$ cat src/rtl/decimal_entry_to_binary_if.sv
// Keypad entry bundle: digit/sign/clear/enter strobes in,
// converted word, status and BCD echo out.
interface decimal_entry_to_binary_if #(
  parameter int W = 11
);
  logic [3:0]   digit;
  logic         digit_valid;
  logic         negate;
  logic         clear;
  logic         enter;
  logic         encoding;
  logic [W-1:0] n;
  logic         valid;
  logic         busy;
  logic [11:0]  bcd;
  logic [1:0]   count;
  logic         negative;
  logic         overflow;

  modport master (
    output digit, digit_valid, negate,
    output clear, enter, encoding,
    input  n, valid, busy, bcd,
    input  count, negative, overflow
  );

  modport slave (
    input  digit, digit_valid, negate,
    input  clear, enter, encoding,
    output n, valid, busy, bcd,
    output count, negative, overflow
  );
endinterface

$ cat src/rtl/decimal_entry_to_binary.sv
// Decimal keypad entry (up to 3 BCD digits + sign) converted to a
// W-bit signed word. Ports: clk, rst (async high), io (slave bundle).
module decimal_entry_to_binary #(
  parameter int W = 11
) (
  input logic                      clk,
  input logic                      rst,
  decimal_entry_to_binary_if.slave io
);

  typedef enum logic {ENTRY, CONVERT} state_t;

  state_t       state_q, state_d;
  logic [1:0]   step_q, step_d;
  logic [9:0]   acc_q, acc_d;
  logic         enc_q, enc_d;
  logic [W-1:0] n_q, n_d;
  logic         valid_q, valid_d;
  logic [11:0]  bcd_q, bcd_d;
  logic [1:0]   cnt_q, cnt_d;
  logic         neg_q, neg_d;
  logic         ovf_q, ovf_d;

  logic [3:0]   dsel;
  logic [9:0]   acc_nx;
  logic [W-1:0] mag;
  logic         neg_r;

  always_comb begin
    unique case (step_q)
      2'd0:    dsel = bcd_q[11:8];
      2'd1:    dsel = bcd_q[7:4];
      default: dsel = bcd_q[3:0];
    endcase
  end

  // acc*10 as shift-and-add; acc <= 99 here so 10 bits hold it
  assign acc_nx = (acc_q << 3) + (acc_q << 1)
                + {6'd0, dsel};
  assign mag    = {{(W-10){1'b0}}, acc_nx};
  // negative zero collapses to plain zero
  assign neg_r  = neg_q && (acc_nx != 10'd0);

  always_comb begin
    state_d = state_q;
    step_d  = step_q;
    acc_d   = acc_q;
    enc_d   = enc_q;
    n_d     = n_q;
    valid_d = 1'b0;
    bcd_d   = bcd_q;
    cnt_d   = cnt_q;
    neg_d   = neg_q;
    ovf_d   = ovf_q;
    unique case (state_q)
      ENTRY: begin
        if (io.clear) begin
          bcd_d = '0;
          cnt_d = '0;
          neg_d = 1'b0;
          ovf_d = 1'b0;
        end else if (io.enter) begin
          enc_d   = io.encoding;
          acc_d   = '0;
          step_d  = '0;
          state_d = CONVERT;
        end else if (io.negate) begin
          neg_d = ~neg_q;
        end else if (io.digit_valid) begin
          if (io.digit <= 4'd9) begin
            if (cnt_q == 2'd3) begin
              ovf_d = 1'b1;
            end else begin
              bcd_d = {bcd_q[7:0], io.digit};
              cnt_d = cnt_q + 2'd1;
            end
          end
        end
      end
      CONVERT: begin
        if (io.clear) begin
          bcd_d   = '0;
          cnt_d   = '0;
          neg_d   = 1'b0;
          ovf_d   = 1'b0;
          state_d = ENTRY;
        end else begin
          acc_d  = acc_nx;
          step_d = step_q + 2'd1;
          if (step_q == 2'd2) begin
            if (enc_q)
              n_d = neg_r ? (~mag + 1'b1) : mag;
            else
              n_d = {neg_r, mag[W-2:0]};
            valid_d = 1'b1;
            bcd_d   = '0;
            cnt_d   = '0;
            neg_d   = 1'b0;
            state_d = ENTRY;
          end
        end
      end
      default: state_d = ENTRY;
    endcase
  end

  always_ff @(posedge clk or posedge rst) begin
    if (rst) begin
      state_q <= ENTRY;
      step_q  <= '0;
      acc_q   <= '0;
      enc_q   <= 1'b0;
      n_q     <= '0;
      valid_q <= 1'b0;
      bcd_q   <= '0;
      cnt_q   <= '0;
      neg_q   <= 1'b0;
      ovf_q   <= 1'b0;
    end else begin
      state_q <= state_d;
      step_q  <= step_d;
      acc_q   <= acc_d;
      enc_q   <= enc_d;
      n_q     <= n_d;
      valid_q <= valid_d;
      bcd_q   <= bcd_d;
      cnt_q   <= cnt_d;
      neg_q   <= neg_d;
      ovf_q   <= ovf_d;
    end
  end

  assign io.n        = n_q;
  assign io.valid    = valid_q;
  assign io.busy     = (state_q == CONVERT);
  assign io.bcd      = bcd_q;
  assign io.count    = cnt_q;
  assign io.negative = neg_q;
  assign io.overflow = ovf_q;

endmodule

$ cat src/flat_wrapper.sv
// flat-port wrapper written by rule: the top's interface ports become plain ports
module decimal_entry_to_binary_flat 
#(
  parameter int W = 11
)
  (clk, rst, io_digit, io_digit_valid, io_negate, io_clear, io_enter, io_encoding, io_n, io_valid, io_busy, io_bcd, io_count, io_negative, io_overflow);
  decimal_entry_to_binary_if #(.W(W)) io_i ();
  input logic clk;
  input logic rst;
  input wire logic [$bits(io_i.digit)-1:0] io_digit;
  input wire logic [$bits(io_i.digit_valid)-1:0] io_digit_valid;
  input wire logic [$bits(io_i.negate)-1:0] io_negate;
  input wire logic [$bits(io_i.clear)-1:0] io_clear;
  input wire logic [$bits(io_i.enter)-1:0] io_enter;
  input wire logic [$bits(io_i.encoding)-1:0] io_encoding;
  output wire logic [$bits(io_i.n)-1:0] io_n;
  output wire logic [$bits(io_i.valid)-1:0] io_valid;
  output wire logic [$bits(io_i.busy)-1:0] io_busy;
  output wire logic [$bits(io_i.bcd)-1:0] io_bcd;
  output wire logic [$bits(io_i.count)-1:0] io_count;
  output wire logic [$bits(io_i.negative)-1:0] io_negative;
  output wire logic [$bits(io_i.overflow)-1:0] io_overflow;
  assign io_i.digit = io_digit;
  assign io_i.digit_valid = io_digit_valid;
  assign io_i.negate = io_negate;
  assign io_i.clear = io_clear;
  assign io_i.enter = io_enter;
  assign io_i.encoding = io_encoding;
  assign io_n = io_i.n;
  assign io_valid = io_i.valid;
  assign io_busy = io_i.busy;
  assign io_bcd = io_i.bcd;
  assign io_count = io_i.count;
  assign io_negative = io_i.negative;
  assign io_overflow = io_i.overflow;
  decimal_entry_to_binary #(.W(W)) u_core (.clk(clk), .rst(rst), .io(io_i));
endmodule
$ cat config.mk
export PLATFORM = sky130hd
export DESIGN_NAME = decimal_entry_to_binary_flat
export DESIGN_NICKNAME = d
export VERILOG_FILES = /design/src/rtl/decimal_entry_to_binary_if.sv /design/src/rtl/decimal_entry_to_binary.sv /design/src/flat_wrapper.sv
export SDC_FILE = /design/constraint.sdc
export NUM_CORES = 1
export LEC_CHECK = 0
export CORE_ASPECT_RATIO = 1.25
export CORE_UTILIZATION = 40
export DETAILED_ROUTE_END_ITERATION = 8
export GPL_ROUTABILITY_DRIVEN = 0
export HOLD_SLACK_MARGIN = 0.12
export PLACE_DENSITY = 0.64
export SYNTH_ARGS = -nofsm -noshare
export SYNTH_HDL_FRONTEND = slang
export SYNTH_SLANG_ARGS = --single-unit
export TNS_END_PERCENT = 100
$ cat constraint.sdc
create_clock -name clk -period 6.88 [get_ports clk]
set_input_delay 1.376 -clock clk [delete_from_list [all_inputs] [get_ports clk]]
set_output_delay 1.376 -clock clk [all_outputs]
set_load 0.02 [all_outputs]
# Word level (Yosys, flattened, before mapping)
# Index checks and enable logic that the tools add are counted.
[word_totals] latch_bits=0 word_cells=95 regBits=41 in_bits=11 ram_bits=0 n_memories=0 rom_bits=0
[op_classes] n_reduce_logical=9 shift=0 order_cmp=1 addsub=5 eq_ne=15 div=0 multipliers=0 mux=51 n_bitwise=4
[ops] op="12-bit two-way mux" count=8
[ops] op="9-bit two-way mux" count=3
[ops] op="12-bit case mux with 2 select lines" count=1
[ops] op="11-bit two-way mux" count=2
[ops] op="2-bit two-way mux" count=11
[ops] op="1-bit two-way mux" count=19
[ops] op="3-bit inequality test, second input constant" count=6
[ops] op="9-bit case mux with 2 select lines" count=1
[ops] op="3-bit AND reduction" count=4
[ops] op="6-bit AND reduction" count=2
[ops] op="11-bit by 1-bit adder with 11-bit output, second input constant" count=1
[ops] op="10-bit inverter with 11-bit output" count=1
[ops] op="10-bit adder" count=1
[ops] op="10-bit by 4-bit adder with 10-bit output" count=1
[ops] op="10-bit nonzero test" count=1
[ops] op="2-bit inequality test, second input constant" count=4
[ops] op="2-bit case mux with 2 select lines" count=2
[ops] op="4-bit case mux with 2 select lines" count=1
[ops] op="3-bit by 2-bit inequality test with 1-bit output, second input constant" count=2
[ops] op="1-bit case mux with 2 select lines" count=3
[ops] op="2-bit by 1-bit adder with 2-bit output, second input constant" count=2
[ops] op="2-bit equality test, second input constant" count=2
[ops] op="4-bit less-or-equal comparator, second input constant" count=1
[ops] op="1-bit inverter" count=3
[ops] op="3 further kinds" count=3

# Depth between registers and ports, before layout
[logic_depth] depth_word=8 ltp_mapped=15 depth_no_buf=15

# Worst setup path before layout
# Ideal clock, no wire load.
[synth_timing] path_type="register -> register" start="reg u_core.step_q[0]" end="reg u_core.n_q[3], in the netlist u_core.io.n[3]" arrival_time_ns=3.287 setup_time_ns=0.136 synth_period_minus_slack_ns=3.422 path_buffers=0 slack_ns=3.458 path_stages_with_launch=14 required_ns=6.744 cell_sequence="dfrtp_1 -> inv_1 -> ha_1 -> nor2_1 -> nand2_1 -> nand2_1 -> fa_1 -> ha_1 -> a21o_1 -> and4_4 -> or3_4 -> a2111o_1 -> nor3_2 -> o31ai_1"
[synth_via] elab_chain_len=7 word_cells_on_any_way=12
[synth_lines] element="start: declaration" line="decimal_entry_to_binary.sv:14" text="logic [1:0] step_q, step_d;"
[synth_lines] element="start signal: assignment" line="decimal_entry_to_binary.sv:121" text="step_q <= step_d;"
[synth_lines] element="2-bit by 1-bit equality test with 1-bit output or 2-bit zero test (tied branches)" line="decimal_entry_to_binary.sv:30" text="unique case (step_q)"
[synth_lines] element="4-bit case mux with 2 select lines" line="decimal_entry_to_binary.sv:30"
[synth_lines] element="10-bit by 4-bit adder with 10-bit output" line="decimal_entry_to_binary.sv:39" text="+ {6'd0, dsel};"
[synth_lines] element="10-bit inverter with 11-bit output or 10-bit nonzero test (tied branches)" line="decimal_entry_to_binary.sv:92, decimal_entry_to_binary.sv:42"
[synth_lines] element="11-bit by 1-bit adder with 11-bit output or 1-bit logical AND (tied branches)" line="decimal_entry_to_binary.sv:92, decimal_entry_to_binary.sv:42"
[synth_lines] element="11-bit two-way mux" line="decimal_entry_to_binary.sv:92" text="n_d = neg_r ? (~mag + 1'b1) : mag;"
[synth_lines] element="11-bit two-way mux" line="decimal_entry_to_binary.sv:91" text="if (enc_q)"
[synth_lines] element="end signal: assignment" line="decimal_entry_to_binary.sv:124" text="n_q <= n_d;"
[synth_lines] element="end: declaration" line="decimal_entry_to_binary.sv:17" text="logic [W-1:0] n_q, n_d;"
# Parallel ways exist; a longest one is shown, timed or not.
# A chain may end at the register's enable or synchronous reset.

# Worst setup path in the final report
# Same ends and word-level chain as after synthesis.

==> impl_results.md <==
- DR iter-0 viols: 109
- Core area: 5896 µm²
- Drt first pass iters: 4
- Synth top area share: 41.02%
- Final worst slack: 3126 ps
- R2r setup slk: 3130 ps
- Hold Path Class: register to register
- Pwr Density: 185.4 nW/µm²
- Leak: 1.411 nW
- Mapped cell area: 2501 µm²
- IR Drop Worst-Case VDD: 123.3 µV
- R2r startpoint: u_core.step_q[0]
- Relative max-transition margin: 42.13%
- Total CTS buffers: 5
- Syn. warnings: 0
- Worst Tran Pin Value: 866.2 ps
- Vias per cell: 5.469
- Run status: completed
- Placed wire-length estimate: 4369 µm
- Synth Instances: 253
- Ratio of cells with drive above 1 in the final layout: 7.560%
- PostCTS Resize Cnt: 0
- Layout Cells excl Fill: 373
- TNS Setup: 0 ps
- Initial Util: 42.42%
- Critical Path Max Stage Delay: 460 ps
- Clock transition at path regs: 80 ps
- Routed Antenna Nets: 0
- Maximum fanout along the worst path: 6
- Worst R2R End: u_core.io.n[3]
- Unrepaired setup endpoints after global routing: false
- Die height: 90.41 µm
- Clock sinks: 41
- Final setup vio count: 0
- Ant. Diodes: 0
- Final nets: 323
- Clock tree buffer depth: 2
- Tot GR Track Use: 19.18%
- H-tree Lvls: 2
- Synth area leaders: dfrtp_1 (41%), ha_1 (9.5%), a22o_1 (6.7%)
- DR DRC count: 0
- CP Cell Sequence: inv_1 -> ha_1 -> nor2_1 -> nand2_1 -> nand2_1 -> fa_1 -> ha_1 -> a21o_1 -> and4_4 -> or3_4 -> a2111o_1 -> nor3_2 -> o31ai_1
- Avg WL per Cell: 15.30 µm
- Share of the yosys chip area belonging to registers: 41.02%
- Final hold slack: 489.9 ps
- Vias post-DR: 2,040
- WHS Endpoint: u_core.io.n[0]
- Top layer in use: met4
- Required time worst endpoint: 7050 ps
- Row cnt: 31
- Period Utilization, post-route: 54.56%
- Async S/R FF share, synth: 100.0%
- Hold Crit Depth: 2
- Worst Skew: 7.983 ps
- R2R depth: 13
- Post-DP Area: 2958 µm²
- FF+latch count, synth: 41
- Post-CTS setup buffer count: 0
- Post-synth EDFFs: 0
- Post-route met1 wirelength: 2501 µm
- F_max: 266.4 MHz
- Most common cell after layout, fill and taps aside: dfrtp_1
- Worst hold path startpoint: u_core.io.n[0]
- Final Util: 51.70%
- Setup WS pre-CTS: 3046 ps
- Width of the die: 72.73 µm
- Vias in the first global route: 1,981
- Final min period: 3754 ps
- Top_reg_cell synth: dfrtp_1
- Post-CTS Hold Fix Bufs: 0
- Syn nets: 285
- Critical path class: register to register
- CP Capture Type: register
- Largest net degree at the start of global routing: 42
- Total wire length: 5707 µm
- Initial antenna violation count: 0
- P&R area growth vs syn: 21.86%
- I/O Buffers: 39
- Synth unique cells: 51
- CP Depth: 13
- Number of top-level pins: 40
- Slowest stage cell, crit path: a2111o_1
- Buffers & Inverters on Critical Path: 1
- Mean post-synth cell area: 9.886 µm²
- Hold Fails Final Rpt: 0
- TritonCTS clock tree: done
- Crit path max-delay family: simple AND/OR/NAND/NOR gates
- Slew Limit Fails: 0
- Worst endpoint data arrival time: 3930 ps
- Later-pin clock latency in the skew report: 300 ps
- Met2 routed WL: 2944 µm
- Commonest non-fill, non-tap cells in the layout: dfrtp_1 (41), clkdlybuf4s50_1 (39), nand2_1 (28)
- Final Power: 0.5651 mW
- Yosys top cell by area: dfrtp_1
- DP Cell Count: 366
- First-pass GRT wire length: 9791 µm
- Met3 routed WL: 171 µm
- Max-Cap Viols: 0
- Cell area after layout: 3048 µm²
- Die area: 6575 µm²
- Startpoint Class: register
- Root Driver: clkbuf_8
- Remaining global-route overflow: 0
Yosys cell counts, types with 2 or more instances:
library cell,number
a22o_1,19
nand3_1,8
nand2_1,28
nor2b_1,6
or2_2,4
a21o_1,3
buf_2,2
a21oi_1,8
dfrtp_1,41
nand2b_1,2
fa_1,2
o211a_1,2
xnor2_1,2
nor2_1,18
a221oi_1,2
and2_1,5
xor2_1,5
a31oi_1,3
o21ai_1,4
a2111oi_2,3
nor3_1,3
clkbuf_1,6
o21ai_0,15
ha_1,19
inv_1,10
or3_1,2
nand4_1,2
o2111ai_1,2
a22oi_1,5
per-layer routing:
layer,vias to the layer above,global-route usage [%]
met5,-,0
met4,0,5.882
met3,8,2.790
met2,44,32.55
met1,978,24.82
li1,1010,-
worst max path at each step:
stage | end | startpoint | slack [ps]
after CTS | u_core.io.n[3] | u_core.step_q[0] | 3120
after detailed placement | u_core.io.n[9] | io_clear | 3050
after global placement | u_core.io.n[3] | u_core.step_q[0] | 3210
final | u_core.io.n[3] | u_core.step_q[0] | 3130
after floorplan | u_core.io.n[3] | u_core.step_q[0] | 3460
after global routing | u_core.io.n[10] | u_core.step_q[0] | 2820
kinds of logic (layout without fill, tap and decap cells):
kind of cell    Yosys count  count (layout)  synth area share (%)
xor+xnor                  8               8                 3.102
flops                    41              41                 41.02
buf+inv                  19              57                 3.252
simple gates             86              86                 17.21
compound gates           77              77                 23.86
fa+ha+maj                21              21                 11.11
mux                       1               1                0.4502
tightest hold or removal path, stage by stage (launching register included):
cell and delay (ps):
dfrtp_1 350, nand2_1 50, o21ai_0 60
where the power goes:
group          internal [mW]  switching (mW)
Sequential             0.257          0.0133
Combinational         0.0560          0.0762
Clock                 0.0794          0.0836
Total                  0.392           0.173
registers in the layout, summed over array words and instances, names as in the netlist:
register / cells
u_core.acc_q: 9
u_core.io.negative: 1
u_core.io.valid: 1
u_core.io.busy: 1
u_core.io.overflow: 1
u_core.io.count: 2
u_core.io.n: 11
u_core.enc_q: 1
u_core.io.bcd: 12
u_core.step_q: 2
cell type report:
class | count | area [µm²]
Fill cell | 555 | 2848
Multi-Input combinational cell | 193 | 1394
Sequential cell | 41 | 1026
Timing Repair Buffer | 40 | 397.9
Tap cell | 82 | 102.6
Clock buffer | 6 | 82.58
Inverter | 10 | 37.54
Clock inverter | 1 | 7.507
Note: power is estimated with default switching activity, not from simulation.
